--- src/rtl/instr_fetch_ctrl.sv ---
// Instruction fetch front end: owns the PC, fetches one word at a time over req/gnt/rvalid,
// and holds the fetched instruction in a valid/ready register for decode.
module instr_fetch_ctrl #(
  parameter logic [31:0] RESET_PC = 32'h0000_1000
) (
  input  logic        clk,
  input  logic        reset,
  input  logic        redirect_i,
  input  logic [31:0] redirect_pc_i,
  output logic        imem_req_o,
  output logic [31:0] imem_addr_o,
  input  logic        imem_gnt_i,
  input  logic        imem_rvalid_i,
  input  logic [31:0] imem_rdata_i,
  output logic        instr_valid_o,
  output logic [31:0] instr_o,
  output logic [31:0] instr_pc_o,
  input  logic        instr_ready_i
);

  localparam logic [31:0] Nop = 32'h0000_0013;

  typedef enum logic [1:0] {StReq, StWait, StHold} state_e;

  state_e      state_q, state_d;
  logic [31:0] pc_q, pc_d;
  logic [31:0] req_pc_q, req_pc_d;
  logic        kill_q, kill_d;
  logic        instr_valid_q, instr_valid_d;
  logic [31:0] instr_q, instr_d;
  logic [31:0] instr_pc_q, instr_pc_d;
  logic [31:0] target;

  assign target = redirect_pc_i & 32'hFFFF_FFFC;

  always_comb begin
    state_d       = state_q;
    pc_d          = pc_q;
    req_pc_d      = req_pc_q;
    kill_d        = kill_q;
    instr_valid_d = instr_valid_q;
    instr_d       = instr_q;
    instr_pc_d    = instr_pc_q;
    case (state_q)
      StReq: begin
        if (imem_gnt_i) begin
          // A redirect in the grant cycle still lets the old-pc request go; its data is killed.
          req_pc_d = pc_q;
          pc_d     = redirect_i ? target : pc_q + 32'd4;
          kill_d   = redirect_i;
          state_d  = StWait;
        end else if (redirect_i) begin
          pc_d = target;
        end
      end
      StWait: begin
        if (imem_rvalid_i) begin
          kill_d = 1'b0;
          if (redirect_i) begin
            pc_d    = target;
            state_d = StReq;
          end else if (kill_q) begin
            state_d = StReq;
          end else begin
            instr_d       = imem_rdata_i;
            instr_pc_d    = req_pc_q;
            instr_valid_d = 1'b1;
            state_d       = StHold;
          end
        end else if (redirect_i) begin
          kill_d = 1'b1;
          pc_d   = target;
        end
      end
      StHold: begin
        if (redirect_i) begin
          instr_valid_d = 1'b0;
          pc_d          = target;
          state_d       = StReq;
        end else if (instr_ready_i) begin
          instr_valid_d = 1'b0;
          state_d       = StReq;
        end
      end
      default: state_d = StReq;
    endcase
  end

  always_ff @(posedge clk) begin
    if (reset) begin
      state_q       <= StReq;
      pc_q          <= RESET_PC & 32'hFFFF_FFFC;
      req_pc_q      <= '0;
      kill_q        <= 1'b0;
      instr_valid_q <= 1'b0;
      instr_q       <= Nop;
      instr_pc_q    <= '0;
    end else begin
      state_q       <= state_d;
      pc_q          <= pc_d;
      req_pc_q      <= req_pc_d;
      kill_q        <= kill_d;
      instr_valid_q <= instr_valid_d;
      instr_q       <= instr_d;
      instr_pc_q    <= instr_pc_d;
    end
  end

  assign imem_req_o    = (state_q == StReq) && !reset;
  assign imem_addr_o   = pc_q;
  assign instr_valid_o = instr_valid_q;
  assign instr_o       = instr_q;
  assign instr_pc_o    = instr_pc_q;

endmodule

--- config.mk ---
export PLATFORM = sky130hd
export DESIGN_NAME = instr_fetch_ctrl
export DESIGN_NICKNAME = d
export VERILOG_FILES = /design/src/rtl/instr_fetch_ctrl.sv
export SDC_FILE = /design/constraint.sdc
export NUM_CORES = 1
export LEC_CHECK = 0
export CORE_MARGIN = 2
export CORE_UTILIZATION = 51
export CTS_CLUSTER_SIZE = 40
export DETAILED_ROUTE_END_ITERATION = 8
export GPL_ROUTABILITY_DRIVEN = 0
export GPL_TIMING_DRIVEN = 0
export PLACE_DENSITY = 0.86
export SLEW_MARGIN = 10
export SYNTH_ARGS = -nofsm -noshare
export SYNTH_HDL_FRONTEND = slang
export SYNTH_SLANG_ARGS = --single-unit
export TNS_END_PERCENT = 5
--- constraint.sdc ---
create_clock -name clk -period 6.3 [get_ports clk]
set_input_delay 0.945 -clock clk [delete_from_list [all_inputs] [get_ports clk]]
set_output_delay 0.945 -clock clk [all_outputs]
set_load 0.03 [all_outputs]
# Word level (Yosys, flattened, before mapping)
# Cells that the tools add are included.
dict set report word_totals {
  regBits 132
  latchBits 0
  mem_bits_rw 0
  mem_bits_ro 0
  output_inout_bits 98
  elab_cells 51
  n_memories 0
}
dict set report op_classes {
  addsub 1
  multipliers 0
  div_mod_pow 0
  order_cmp 0
  eq_ne 8
  n_shift 0
  n_mux 21
  n_bitwise 2
  reduce_logical 12
}
# op count
set ops {}
lappend ops {{32-bit 2-to-1 mux} 3}
lappend ops {{32-bit one-hot mux with 2 select lines} 1}
lappend ops {{32-bit by 3-bit adder with 32-bit output (second input constant)} 1}
lappend ops {{2-bit 2-to-1 mux} 6}
lappend ops {{1-bit 2-to-1 mux} 8}
lappend ops {{2-bit inequality test (second input constant)} 4}
lappend ops {{3-bit inequality test (second input constant)} 2}
lappend ops {{2-bit one-hot mux with 3 select lines} 1}
lappend ops {{3-bit AND reduction} 2}
lappend ops {{2-bit nonzero test} 3}
lappend ops {{5-bit AND reduction} 1}
lappend ops {{1-bit one-hot mux with 2 select lines} 2}
lappend ops {{4-bit AND reduction} 1}
lappend ops {{2-bit by 1-bit equality test with 1-bit output (second input constant)} 1}
lappend ops {{2-bit equality test (second input constant)} 1}
lappend ops {{2-bit logical NOT} 1}
lappend ops {{1-bit NOT} 2}
lappend ops {{2-bit AND reduction} 1}
lappend ops {{2-bit OR reduction} 1}
lappend ops {{1-bit logical AND} 1}
lappend ops {{1-bit logical NOT} 1}

# Depth between registers and ports, before layout
dict set report logic_depth {
  depth_word 4
  ltp_mapped 8
  mapped_depth_nobuf 7
}

# Worst setup path before layout
# OpenSTA, ideal clock, no wires.
dict set report synth_path {
  kind {input to output}
  start {input port reset}
  end {output port imem_req_o}
  arrival_time_ns 1.757
  slack_ns 3.598
  path_stages 3
  n_path_buf 2
  path_cell_list {clkbuf_1 > clkbuf_1 > nor2b_1}
}
dict set report synth_between {
  elab_chain_len 2
}
# element line_no
set synth_lines {}
lappend synth_lines {{start, declared} 7} ;# input logic reset,
lappend synth_lines {{1-bit logical NOT} 109} ;# assign imem_req_o = (state_q == StReq) && !reset;
lappend synth_lines {{1-bit logical AND} 109}
lappend synth_lines {{end, declared} 10} ;# output logic imem_req_o,
# No other way between the ends.

# Worst setup path after layout
# Same ends and word-level chain as after synthesis.

==> impl_metrics.yaml <==
setup_path:
  end_kind: "output port"
  worst_path_most_repeated_cell: "clkbuf_1"
  worst_setup_path_start_kind: "input pin"
  crit_buf_inv: 3
  crit_type: "in2out"
  r2r_slack_ps: 3790
  cp_top_family: "buffers and inverters"
  r2r-end: "imem_addr_o[31]"
  critPathMaxStageDelay_ps: 640
  worst_ep_required_time_ps: 5350
  startpoint: "reset"
  cp_max_fo: 10
  r2r-start: "state_q[1]"
  slowest_stage: "clkdlybuf4s50_1"
  worstPathCellList: "clkbuf_1 -> clkbuf_1 -> nor2b_1 -> clkdlybuf4s50_1"
  reg2reg_depth: 7
  cp_data_arrival_time_ps: 2650
worst_hold_path:
  min_path_type: "reg2reg"
  min_from: "req_pc_q[27]"
  min_path_cells: 2
  hold_path_end: "instr_pc_o[27]"
final_layout:
  seqCellArea_um2: 2640
  fillCellCount: 800
  mostFrequentLayoutCell: "nand2_1"
  final_cell_mix: "nand2_1 (219), clkdlybuf4s50_1 (164), dfxtp_1 (132), a21oi_1 (125), nor2_1 (41)"
  nets: 992
  multiInputGateArea_um2: 2700
  finalNonFillerCells: 1069
  num_antenna_cells: 0
  final_util_pct: 74.2
  layout-drive-gt1-share_pct: 5.49
  syn_to_final_growth_pct: 43.0
sta:
  fin_skew_ps: 9.96
  relSlewSlack_pct: 46.6
  tightest_slew_ps: 798
  setup_viol: 0
  slew_violations: 0
  fmax_mhz: 278
  post-route-min-period_ps: 3590
  hold_viol: 0
  fin_crit_sh_pct: 57.0
  rsz0062_at_grt: "false"
  setup_tns_ps: 0
global_routing:
  grt_pass1_wl_um: 28700
  antenna_found_initial: 0
  grt_usage_pct: 31.1
  grt_max_degree: 17
  grt_pass1_vias: 5671
  overflow: 0
power:
  pwr-share-comb_pct: 12.8
  peakVddDrop_mv: 0.156
  p_int_mw: 1.59
  seq_power_share_pct: 41.3
  p_leak_nw: 2.86
  switching_share_pct: 27.2
  p_per_area_nw_per_um2: 272
  p_sw_mw: 0.591
  p_clk_share_pct: 46.0
yosys:
  syn_inst: 734
  synth_seq_cells: 132
  syn-cell-area_um2: 5600
  async_flop_share_pct: 0
  synth_edf_count: 0
  yosys_warnings: 0
  syn-num-nets: 809
  synth_cell_type_count: 50
  seq_area_frac_synth_pct: 47.2
  synth_ff_type: "dfxtp_1"
  syn_area_per_cell_um2: 7.63
detailed_routing:
  wl_um: 18500
  vias: 6195
  drc_errors: 0
  drt_iter0_markers: 750
  dr.pass1.iters: 6
  vias_per_cell: 5.80
  avgRoutedWirePerCell_um: 17.3
  ant_nets: 0
cts:
  cts.clk_slew.worst_paths_ps: 60
  clock-sinks: 132
  cts-root-buf: "clkbuf_8"
  clk_latency_ps: 530
  post_cts_buffers: 0
  h-tree-depth: 4
  hold_buffers: 0
  cts_buffers: 17
  cts_resized: 0
  tritoncts: "built"
  clk_path_buf_depth: 2
floorplan:
  die_height_um: 109
  die-width_um: 109
  io_pins: 168
  core_area_um2: 10800
  fp.dieArea_um2: 11800
  initial_core_util_pct: 51.9
  rows: 38
place:
  dpl.hpwl_um: 12600
  portBuffers: 164
  placed_cells: 1038
outcome:
  status: "complete, no violations"
flow_run:
  maxCapViolCount: 0
==> registers in the layout, summed over array words and instances (netlist names) <==
name and flops:
instr_valid_o 1, req_pc_q 32, imem_addr_o 32, instr_o 32, state_q 2, kill_q 1
instr_pc_o 32
==> worst max path at each step <==
stage | endpoint | slack [ps] | cells after the start
2_1_floorplan | imem_req_o | 3600 | 3
3_3_place_gp | imem_req_o | 2810 | 4
3_5_place_dp | imem_req_o | 2830 | 4
4_1_cts | imem_req_o | 2800 | 4
5_1_grt | imem_req_o | 2720 | 4
6_report | imem_req_o | 2710 | 4
==> logic make-up (layout without fill, tap and decap cells) <==
group	Yosys count	after routing	share of synthesized area, %
buf+inv	65	260	4.58
simple gates	336	336	26.3
mux	8	8	1.43
fa+ha+maj	5	5	1.12
flops	132	132	47.2
compound gates	188	188	19.4
==> synthesized netlist by cell type, types with 6 or more instances <==
cell type  number  area share, %
a31oi_1         9            1.0
buf_2          10           0.89
and3_1         14            1.6
nand2_1       219             15
a21oi_1       125             11
a22oi_1         8            1.1
mux2i_1         8            1.4
o21ai_0        14            1.3
o22ai_1         6           0.67
inv_1          11           0.74
dfxtp_1       132             47
nor2_1         41            2.7
nand3_1        14            1.3
clkbuf_1       40            2.7
nand4_1         9            1.0
==> worst min-delay path, cell delays in order (launching register included) <==
cell and delay, ps:
dfxtp_1 310, nand2_1 50, a21oi_1 50
==> power groups by stage <==
stage	registers, mW	logic (mW)	clock network (mW)
global route	0.901	0.296	1.03
finish	0.898	0.279	1.00
global placement	0.913	0.266	0
floorplan	0.945	0.110	0
CTS	0.896	0.274	0.993
detailed placement	0.914	0.269	0
==> per-stage QoR <==
stage / setup slack, ps / power (mW) / hold WS (ps) / cell area (um^2)
floorplan: 3600 / 1.05 / 432 / 5600
global placement: 2810 / 1.18 / 439 / 7420
detailed placement: 2830 / 1.18 / 446 / 7420
CTS: 2800 / 2.16 / 454 / 8010
global route: 2720 / 2.22 / 473 / 8010
finish: 2710 / 2.18 / 451 / 8010
==> layout make-up <==
| type | instances | area share, % |
|---|---|---|
| multi-input cells | 537 | 33.7 |
| flip-flops and latches | 132 | 33.0 |
| repair buffers | 164 | 20.5 |
| clock buffers | 17 | 5.17 |
| plain buffers | 54 | 2.69 |
| clock inverters | 14 | 2.22 |
| well taps | 140 | 2.19 |
| inverters | 11 | 0.516 |
==> routing by layer <==
| layer | part of all wire (%) | global-route usage [%] | vias to the layer above |
|---|---|---|---|
| li1 | - | - | 2884 |
| met1 | 40 | 38.8 | 2864 |
| met2 | 47 | 51.6 | 379 |
| met3 | 9.8 | 7.53 | 68 |
| met4 | 3.1 | 12.8 | 0 |
| met5 | 0 | 0 | - |
(Power assumes the default switching activity.)
